$ cat src/rtl/pending_priority_encoder_pkg.sv
// Shared definitions for the pending-request priority encoder:
// selection modes, FSM state encoding and index-width helper.
package pending_priority_encoder_pkg;

    localparam int MODE_FIXED = 0;
    localparam int MODE_RR    = 1;

    typedef enum logic {
        ST_IDLE = 1'b0,
        ST_HOLD = 1'b1
    } state_e;

    function automatic int idx_width(input int n);
        return (n > 1) ? $clog2(n) : 1;
    endfunction

endpackage

$ cat src/rtl/pending_priority_encoder_checker.sv
// Handshake and range properties of the encoder's grant output.
module pending_priority_encoder_checker #(
    parameter int N = 8,
    parameter int W = 3
) (
    input logic         clk,
    input logic         resetn,
    input logic         out_valid,
    input logic [W-1:0] out_idx,
    input logic         out_ack
);

    a_idx_range : assert property (@(posedge clk) disable iff (!resetn)
        out_valid |-> (int'(out_idx) < N));

    a_gap_after_ack : assert property (@(posedge clk) disable iff (!resetn)
        (out_valid && out_ack) |=> !out_valid);

    a_hold_stable : assert property (@(posedge clk) disable iff (!resetn)
        (out_valid && !out_ack) |=> (out_valid && $stable(out_idx)));

endmodule

$ cat src/rtl/pending_priority_encoder_prio_select.sv
// Combinational winner selection over the eligible vector, either
// highest-index-wins or round-robin descending from rr_ptr.
module pending_priority_encoder_prio_select
    import pending_priority_encoder_pkg::*;
#(
    parameter int N  = 8,
    parameter int RR = MODE_FIXED,
    parameter int W  = idx_width(N)
) (
    input  logic [N-1:0] elig,
    input  logic [W-1:0] rr_ptr,
    output logic [W-1:0] sel_idx,
    output logic         sel_any
);

    logic [W-1:0] hi_idx_s;
    logic         hi_any_s;
    logic [W-1:0] lo_idx_s;
    logic         lo_any_s;
    logic         lo_hit_s;

    // Round-robin = highest eligible index below rr_ptr, else highest overall;
    // this walks rr_ptr-1 down to 0 and wraps to N-1 without modulo arithmetic.
    always_comb begin
        hi_idx_s = '0;
        hi_any_s = 1'b0;
        lo_idx_s = '0;
        lo_any_s = 1'b0;
        lo_hit_s = 1'b0;
        for (int i = 0; i < N; i++) begin
            lo_hit_s = elig[i] && (RR == MODE_RR) && (i < int'(rr_ptr));
            hi_idx_s = elig[i] ? W'(i) : hi_idx_s;
            hi_any_s = hi_any_s | elig[i];
            lo_idx_s = lo_hit_s ? W'(i) : lo_idx_s;
            lo_any_s = lo_any_s | lo_hit_s;
        end
        sel_idx = lo_any_s ? lo_idx_s : hi_idx_s;
        sel_any = hi_any_s;
    end

endmodule

$ cat src/rtl/pending_priority_encoder.sv
// Sticky, maskable request register feeding a one-at-a-time valid/ack
// grant port with fixed-priority or round-robin selection.
module pending_priority_encoder
    import pending_priority_encoder_pkg::*;
#(
    parameter  int N  = 8,
    parameter  int RR = MODE_FIXED,
    localparam int W  = idx_width(N)
) (
    input  logic         clk,
    input  logic         resetn,
    input  logic [N-1:0] req,
    input  logic         mask_we,
    input  logic [N-1:0] mask_in,
    input  logic         out_ack,
    output logic         out_valid,
    output logic [W-1:0] out_idx,
    output logic         any_pending
);

    logic [N-1:0] pending_q,     pending_d;
    logic [N-1:0] mask_q,        mask_d;
    logic         out_valid_q,   out_valid_d;
    logic [W-1:0] out_idx_q,     out_idx_d;
    logic         any_pending_q, any_pending_d;
    logic [W-1:0] rr_ptr_q,      rr_ptr_d;
    state_e       state_q,       state_d;

    logic         ack_s;
    logic [N-1:0] clr_s;
    logic [N-1:0] elig_s;
    logic [W-1:0] sel_idx_s;
    logic         sel_any_s;

    // Pending/mask next state; a same-cycle request wins over the ack clear.
    always_comb begin
        ack_s = out_valid_q & out_ack;
        clr_s = '0;
        for (int i = 0; i < N; i++) begin
            clr_s[i] = ack_s & (out_idx_q == W'(i));
        end
        pending_d     = (pending_q & ~clr_s) | req;
        elig_s        = (pending_q | req) & ~mask_q;
        mask_d        = mask_we ? mask_in : mask_q;
        any_pending_d = |pending_d;
    end

    pending_priority_encoder_prio_select #(
        .N  (N),
        .RR (RR),
        .W  (W)
    ) u_sel (
        .elig    (elig_s),
        .rr_ptr  (rr_ptr_q),
        .sel_idx (sel_idx_s),
        .sel_any (sel_any_s)
    );

    // Grant FSM: capture a winner in IDLE, hold it unchanged until acknowledged.
    always_comb begin
        state_d     = state_q;
        out_valid_d = out_valid_q;
        out_idx_d   = out_idx_q;
        rr_ptr_d    = rr_ptr_q;
        case (state_q)
            ST_IDLE: begin
                if (sel_any_s) begin
                    out_idx_d   = sel_idx_s;
                    out_valid_d = 1'b1;
                    state_d     = ST_HOLD;
                end else begin
                    out_valid_d = 1'b0;
                end
            end
            ST_HOLD: begin
                if (out_ack) begin
                    out_valid_d = 1'b0;
                    state_d     = ST_IDLE;
                    rr_ptr_d    = (RR == MODE_RR) ? out_idx_q : rr_ptr_q;
                end else begin
                    out_valid_d = 1'b1;
                end
            end
            default: begin
                out_valid_d = 1'b0;
                state_d     = ST_IDLE;
            end
        endcase
    end

    // State registers with asynchronous clear.
    always_ff @(posedge clk or negedge resetn) begin
        if (!resetn) begin
            pending_q     <= '0;
            mask_q        <= '0;
            out_valid_q   <= 1'b0;
            out_idx_q     <= '0;
            any_pending_q <= 1'b0;
            rr_ptr_q      <= '0;
            state_q       <= ST_IDLE;
        end else begin
            pending_q     <= pending_d;
            mask_q        <= mask_d;
            out_valid_q   <= out_valid_d;
            out_idx_q     <= out_idx_d;
            any_pending_q <= any_pending_d;
            rr_ptr_q      <= rr_ptr_d;
            state_q       <= state_d;
        end
    end

    assign out_valid   = out_valid_q;
    assign out_idx     = out_idx_q;
    assign any_pending = any_pending_q;

    pending_priority_encoder_checker #(
        .N (N),
        .W (W)
    ) u_chk (
        .clk       (clk),
        .resetn    (resetn),
        .out_valid (out_valid_q),
        .out_idx   (out_idx_q),
        .out_ack   (out_ack)
    );

endmodule

$ cat config.mk
export PLATFORM = sky130hd
export DESIGN_NAME = pending_priority_encoder
export DESIGN_NICKNAME = d
export VERILOG_FILES = /design/src/rtl/pending_priority_encoder_pkg.sv /design/src/rtl/pending_priority_encoder_checker.sv /design/src/rtl/pending_priority_encoder_prio_select.sv /design/src/rtl/pending_priority_encoder.sv
export SDC_FILE = /design/constraint.sdc
export NUM_CORES = 1
export LEC_CHECK = 0
export ABC_CLOCK_PERIOD_IN_PS = 3800
export CAP_MARGIN = 20
export CORE_MARGIN = 2
export CORE_UTILIZATION = 50
export DETAILED_ROUTE_END_ITERATION = 6
export PLACE_DENSITY_LB_ADDON = 0.2
export SYNTH_ARGS = -nofsm -noshare
export SYNTH_HDL_FRONTEND = slang
export SYNTH_HIERARCHICAL = 1
export SYNTH_SLANG_ARGS = --single-unit
$ cat constraint.sdc
create_clock -name clk -period 3.8 [get_ports clk]
set_clock_uncertainty 0.15 [all_clocks]
set_input_delay 0.76 -clock clk [delete_from_list [all_inputs] [get_ports clk]]
set_output_delay 0.76 -clock clk [all_outputs]
set_load 0.005 [all_outputs]
Word level (Yosys, flattened, before mapping)
Cells that the tools add are included.
{"block": "word_totals", "inputBits": 20, "register_bits": 21, "output_inout_bits": 5, "elab_cells": 48}
{"block": "op_classes", "bitwise": 23, "n_eq_ne": 7, "mux": 10, "reduce_logical": 3}
{"operator": "3-bit 2-to-1 mux", "count": 6}
{"operator": "8-bit AND", "count": 2}
{"operator": "8-bit NOT", "count": 2}
{"operator": "8-bit OR", "count": 2}
{"operator": "3-bit equality test, second input constant", "count": 4}
{"operator": "1-bit AND", "count": 9}
{"operator": "8-bit OR reduction", "count": 1}
{"operator": "1-bit OR", "count": 7}
{"operator": "3-bit by 2-bit equality test with 1-bit output, second input constant", "count": 2}
{"operator": "3-bit by 1-bit equality test with 1-bit output, second input constant", "count": 1}
{"operator": "3-bit logical NOT", "count": 1}
{"operator": "1-bit 2-to-1 mux", "count": 3}
{"operator": "1-bit case mux with 2 select lines", "count": 1}
{"operator": "2-bit AND reduction", "count": 1}
{"operator": "1-bit NOT", "count": 1}

Depth between registers and ports, before layout
Gate-level depths: netlist of the first run.
{"block": "depth", "word_depth": 11, "ltp_mapped": 6, "mapped_depth_nobuf": 6}

Hierarchy
The synthesis of the first run kept the hierarchy.
{"mod": "pending_priority_encoder", "area_each_um2": 892.1, "seq_area_each_um2": 525.5, "cells_per_inst": 76, "instances": 1}
{"mod": "pending_priority_encoder_prio_select", "area_each_um2": 57.6, "seq_area_each_um2": 0.0, "cells_per_inst": 12, "instances": 1}

Least setup slack after synthesis of the first run
OpenSTA, ideal clock, no wires.
{"block": "synth_path", "path_kind": "input port to flip-flop", "start": "in req[6]", "end": "reg out_idx_q[0], in the netlist out_idx[0]", "arrival_time_ps": 1686, "setup_time_ps": 125, "path_slack_ps": 1839, "required_time_ps": 3525, "cell_stages": 6, "n_path_buf": 0, "path_cell_list": "nor2_1 -> nor2_1 -> nor2_1 -> nand4_1 -> nor2b_1 -> mux2_2"}
{"block": "synth_via", "elab_chain_cells": 5, "word_cells_on_any_way": 7, "cone_classes": "2 x mux; 4 x bitwise; 1 x reduce/logical"}
{"item": "from (decl)", "line": "pending_priority_encoder.sv:12", "rtl": "input logic [N-1:0] req,"}
{"item": "8-bit OR", "line": "pending_priority_encoder.sv:43", "rtl": "elig_s = (pending_q | req) & ~mask_q;"}
{"item": "8-bit AND", "line": "pending_priority_encoder.sv:43"}
{"item": "named net elig_s[6]", "line": "pending_priority_encoder.sv:31", "rtl": "logic [N-1:0] elig_s;"}
{"item": "1-bit OR (2 in series)", "line": "pending_priority_encoder_prio_select.sv:33", "rtl": "hi_any_s = hi_any_s | elig[i];"}
{"item": "named net sel_any_s", "line": "pending_priority_encoder.sv:33", "rtl": "logic sel_any_s;"}
{"item": "2-bit AND reduction (no source line)"}
{"item": "to (signal assigned)", "line": "pending_priority_encoder.sv:105", "rtl": "out_idx_q <= out_idx_d;"}
{"item": "to (decl)", "line": "pending_priority_encoder.sv:24", "rtl": "logic [W-1:0] out_idx_q, out_idx_d;"}
The timed path passes the listed nets, and every way through them passes these cells.
A chain may end at the register's enable or synchronous reset.

Final worst setup path of the first run
{"block": "layout_path", "start": "reg out_idx_q[2], in the netlist out_idx[2]", "end": "out out_idx[2]"}
{"item": "to (decl)", "line": "pending_priority_encoder.sv:17", "rtl": "output logic [W-1:0] out_idx,"}
No word-level cell between the ends.

==> results of run 1 <==
-- how the worst max path moves through the flow --
stage | from | to | cells past startpoint
final | out_idx[2] | out_idx[2] | 1
after floorplan | req[6] | out_idx[0] | 6
after detailed placement | req[5] | out_idx[2] | 7
after global placement | req[6] | out_idx[0] | 7
after CTS | out_idx[2] | out_idx[2] | 1
after global routing | req[6] | out_idx[2] | 7
-- power by group through the flow --
stage / clock (uW) / sequential, uW / combinational, uW
4_1_cts: 110 / 301 / 164
6_report: 106 / 301 / 163
3_3_place_gp: 0 / 303 / 160
5_1_grt: 118 / 307 / 178
3_5_place_dp: 0 / 306 / 163
2_1_floorplan: 0 / 284 / 113
-- stage by stage --
step           hold WS, ns  area [um2]  instances  setup slack [ns]
6_report             0.371        1220        137              1.47
3_3_place_gp         0.343        1190        133              1.24
4_1_cts              0.377        1220        137              1.45
5_1_grt              0.388        1220        137              1.39
2_1_floorplan        0.314         946         87              1.84
3_5_place_dp         0.352        1190        133              1.21
-- final cells by class --
| cell class | count | area [um2] |
|---|---|---|
| Sequential cell | 21 | 526 |
| Clock buffer | 4 | 26.3 |
| Tap cell | 25 | 31.3 |
| Fill cell | 144 | 528 |
| Timing Repair Buffer | 24 | 240 |
| Inverter | 5 | 18.8 |
| Multi-Input combinational cell | 58 | 375 |
-- routing by layer --
metal	part of all wire, %	wire length (um)	up-vias
met3	5.0	99	6
met2	51	1000	28
met1	42	826	361
met4	1.7	34	0
met5	0	0	-
li1	-	-	352
-- sequential cells by signal, indices dropped and copies added, names as in the netlist --
signal,cells
state_q,1
mask_q,8
pending_q,8
out_idx,3
any_pending,1
==> results.json, run 1 <==
{
  "grt_pass1_wl_um": 3150,
  "gp_congestion": 0.838,
  "syn_avg_cell_area_um2": 10.9,
  "path_cells": "clkdlybuf4s50_1",
  "via_per_inst": 5.45,
  "clock_latency_ns": 0.30,
  "synth_warnings": 6,
  "worst-path-max-fanout": 10,
  "cts_resized": 0,
  "track_usage_pct": 21.0,
  "combPwrFrac_pct": 28.6,
  "port_buffers": 24,
  "busiest_layer": "met2",
  "p_sw_share_pct": 30.0,
  "internal-power_uw": 399,
  "status": "completed",
  "cts_buffers": 3,
  "post-route-period-util_pct": 61.4,
  "grt_max_degree": 22,
  "fin_util_pct": 69.7,
  "p_clk_share_pct": 18.6,
  "slowest_delay_ns": 0.57,
  "power.total_uw": 570,
  "io_pins": 25,
  "syn_inst": 87,
  "gr-usage-met3_pct": 6.04,
  "antenna_left": 0,
  "whs_endpoint": "mask_q[3]",
  "final_hold_viol_count": 0,
  "r2r-start": "mask_q[5]",
  "grt_overflow": 0,
  "wirelength_um": 1970,
  "drive_gt1_share_pct": 14.3,
  "min-delay-start": "mask_q[3]",
  "synth_area_um2": 946,
  "wire_per_inst_um": 14.3,
  "fp.dieW_um": 47.5,
  "dr.pass1.iters": 4,
  "hp-class": "reg2reg",
  "leakagePower_uw": 0.000460,
  "slew_headroom_pct": 38.0,
  "vias": 747,
  "clk_pin_slew_ns": 0.11,
  "antenna_found_initial": 0,
  "cts.path.max_buffers": 2,
  "diodes": 0,
  "coreArea_mm2": 0.00175,
  "power.density_mw_per_mm2": 468,
  "critPathLaunchType": "flop",
  "tightest_slew_ns": 0.927,
  "final_common_cell": "clkdlybuf4s50_1",
  "fin_nets": 133,
  "cp.buffers_inverters": 1,
  "synth_nets": 107,
  "areaGrowthSynthToFinish_pct": 28.7,
  "grt_pass1_vias": 729,
  "clock_sinks": 21,
  "cts_tree": "done",
  "required_ns": 2.89,
  "postCtsHoldBufs": 0,
  "cts.htree.levels": 1,
  "fp.dieH_um": 47.5,
  "post_cts.repair.setup_buffers": 0,
  "die-area_mm2": 0.00226,
  "fin_tns_setup_ns": 0,
  "hold_depth": 1,
  "power_frac_seq_pct": 52.8,
  "final_cell_mix": "clkdlybuf4s50_1, dfrtp_1, nor2_1, mux2_2, a21oi_1",
  "initial_core_util_pct": 54.2,
  "hpwl_um": 1520,
  "core.rowCount": 15,
  "worstSetupEndpointType": "output port",
  "path_class": "reg2out",
  "drtIter0Drc": 9,
  "ir_drop_v": 0.000273,
  "cp_top_family": "buffers and inverters",
  "grt_setup_unrepaired": "false",
  "cp.arrival_ns": 1.42,
  "reg2reg_slack_ns": 2.09,
  "setup_viol": 0,
  "timing.rr.end": "out_idx[0]",
  "p_switching_uw": 171,
  "reg2reg_depth": 5,
  "use_met1_pct": 24.5,
  "min_period_ns": 2.33,
  "critPathSlowestCell": "clkdlybuf4s50_1",
  "cap_violations": 0,
  "fmax_mhz": 429,
  "drc_errors": 0,
  "cts-root-buf": "clkbuf_4",
  "use_met2_pct": 34.9,
  "slew_violations": 0
}
Power figures use the tool's default switching activity.
==> run 2: changes to the inputs <==
--- a/config.mk
+++ b/config.mk
@@ -5,10 +5,10 @@
 export SDC_FILE = /design/constraint.sdc
 export NUM_CORES = 1
 export LEC_CHECK = 0
-export ABC_CLOCK_PERIOD_IN_PS = 3800
+export ABC_CLOCK_PERIOD_IN_PS = 2400
 export CAP_MARGIN = 20
 export CORE_MARGIN = 2
-export CORE_UTILIZATION = 50
+export CORE_UTILIZATION = 46
 export DETAILED_ROUTE_END_ITERATION = 6
 export PLACE_DENSITY_LB_ADDON = 0.2
 export SYNTH_ARGS = -nofsm -noshare
==> constraint.sdc (replaced) <==
create_clock -name clk -period 2.4 [get_ports clk]
set_clock_uncertainty 0.15 [all_clocks]
set_input_delay 0.48 -clock clk [delete_from_list [all_inputs] [get_ports clk]]
set_output_delay 0.48 -clock clk [all_outputs]
set_load 0.005 [all_outputs]
==> run 2 against run 1 <==
Effect of this change: critical path depth stayed put; die area increased by 7.9%; total power increased by 59%; count of clock-buffer cells in the layout shrank 1; sequential power is 57% higher; non-clock buffer count rose by 1; critical path type unchanged.
==> results.json, run 2 (synthesized netlist as in run 1, its figures left out) <==
{
  "die-area_mm2": 0.00243,
  "slowest_delay_ns": 0.57,
  "cp_top_family": "buffers and inverters",
  "cap_violations": 0,
  "dr_wl_met2_um": 982,
  "reg2reg_depth": 5,
  "path_class": "reg2out",
  "wirelength_um": 1920,
  "cp.arrival_ns": 1.44,
  "wl_met3_um": 83,
  "fp.dieH_um": 49.3,
  "cts_resized": 0,
  "final_common_cell": "clkdlybuf4s50_1",
  "grt_overflow": 0,
  "r2r-start": "mask_q[4]",
  "tightest_slew_ns": 0.328,
  "antenna_left": 0,
  "grt_pass1_vias": 760,
  "port_buffers": 24,
  "worstSetupEndpointType": "output port",
  "wire_per_inst_um": 13.7,
  "power.density_mw_per_mm2": 736,
  "num-fill-cells": 181,
  "track_usage_pct": 19.4,
  "grt_pass1_wl_um": 3510,
  "cts.path.max_buffers": 2,
  "gp_congestion": 0.738,
  "via_per_inst": 5.21,
  "drtIter0Drc": 24,
  "grt_setup_unrepaired": "false",
  "coreArea_mm2": 0.00194,
  "drc_errors": 0,
  "setup_viol": 0,
  "setup_ws_ns": 0.334,
  "min_period_ns": 2.07,
  "slew_violations": 0,
  "fp.dieW_um": 49.3,
  "cts_tree": "done",
  "pre_cts_ws_ns": 0.0893,
  "status": "completed",
  "clock_sinks": 21,
  "worst-path-max-fanout": 10,
  "post-route-period-util_pct": 86.1,
  "cp.buffers_inverters": 1,
  "initial_core_util_pct": 48.7,
  "hold_slack_ns": 0.338,
  "fin_tns_setup_ns": 0,
  "wl_met1_um": 804,
  "clk_pin_slew_ns": 0.12,
  "antenna_found_initial": 0,
  "cts-root-buf": "clkbuf_4",
  "timing.rr.end": "out_idx[0]",
  "reg2reg_slack_ns": 0.66,
  "fin_nets": 134,
  "core.rowCount": 16,
  "io_pins": 25,
  "cts_buffers": 3,
  "diodes": 0,
  "post_cts.repair.setup_buffers": 0,
  "path_cells": "clkdlybuf4s50_1",
  "final_hold_viol_count": 0,
  "drive_gt1_share_pct": 15.9,
  "grt_max_degree": 22,
  "postCtsHoldBufs": 0,
  "dr.pass1.iters": 4,
  "seq_area_um2": 526,
  "final_cell_mix": "clkdlybuf4s50_1, dfrtp_1, nor2_1, mux2_2, a21oi_1",
  "multiInputGateArea_um2": 375,
  "critPathSlowestCell": "clkdlybuf4s50_1",
  "highest_layer": "met4",
  "required_ns": 1.77,
  "hpwl_um": 1430,
  "hp-class": "in2async",
  "leakagePower_uw": 0.000468,
  "slew_headroom_pct": 78.1,
  "fmax_mhz": 484,
  "clock_latency_ns": 0.31,
  "cts.htree.levels": 1,
  "ir_drop_v": 0.000459,
  "vias": 730,
  "critPathLaunchType": "flop",
  "cp_num_cells": 1,
  "areaGrowthSynthToFinish_pct": 29.9
}
[run 2: layout make-up]
class                           instances  share of cell area [%]
Multi-Input combinational cell         58                    30.5
Clock inverter                          1                   0.407
Inverter                                5                    1.53
Timing Repair Buffer                   25                    20.2
Clock buffer                            3                    1.83
Tap cell                               27                    2.75
Sequential cell                        21                    42.8
[run 2: per-layer routing]
metal | up-vias | GRT usage (%)
met5 | - | 0
met2 | 19 | 32.2
li1 | 355 | -
met1 | 351 | 24.0
met3 | 5 | 3.37
met4 | 0 | 10.0
[run 2: worst max path at each step]
stage	start	to	slack (ns)
5_1_grt	out_idx[1]	out_idx[1]	0.24
3_5_place_dp	req[5]	out_idx[0]	0.09
3_3_place_gp	req[4]	out_idx[0]	0.10
6_report	out_idx[2]	out_idx[2]	0.33
4_1_cts	out_idx[2]	out_idx[2]	0.32
2_1_floorplan	req[6]	out_idx[0]	0.72
[run 2: through the flow]
step           utilization [%]  power, uW  area [um2]  cells
6_report                  63.3        905        1230    140
5_1_grt                   63.3        971        1230    140
4_1_cts                   63.3        915        1230    140
3_5_place_dp              61.9        739        1200    136
3_3_place_gp              61.9        733        1200    136
2_1_floorplan                -        629         946     87
[run 2: power by group]
part,total [uW],switching [uW],internal [uW]
clock,173,110,62.4
combinational,259,102,157
sequential,473,63.4,410
total,905,275,630
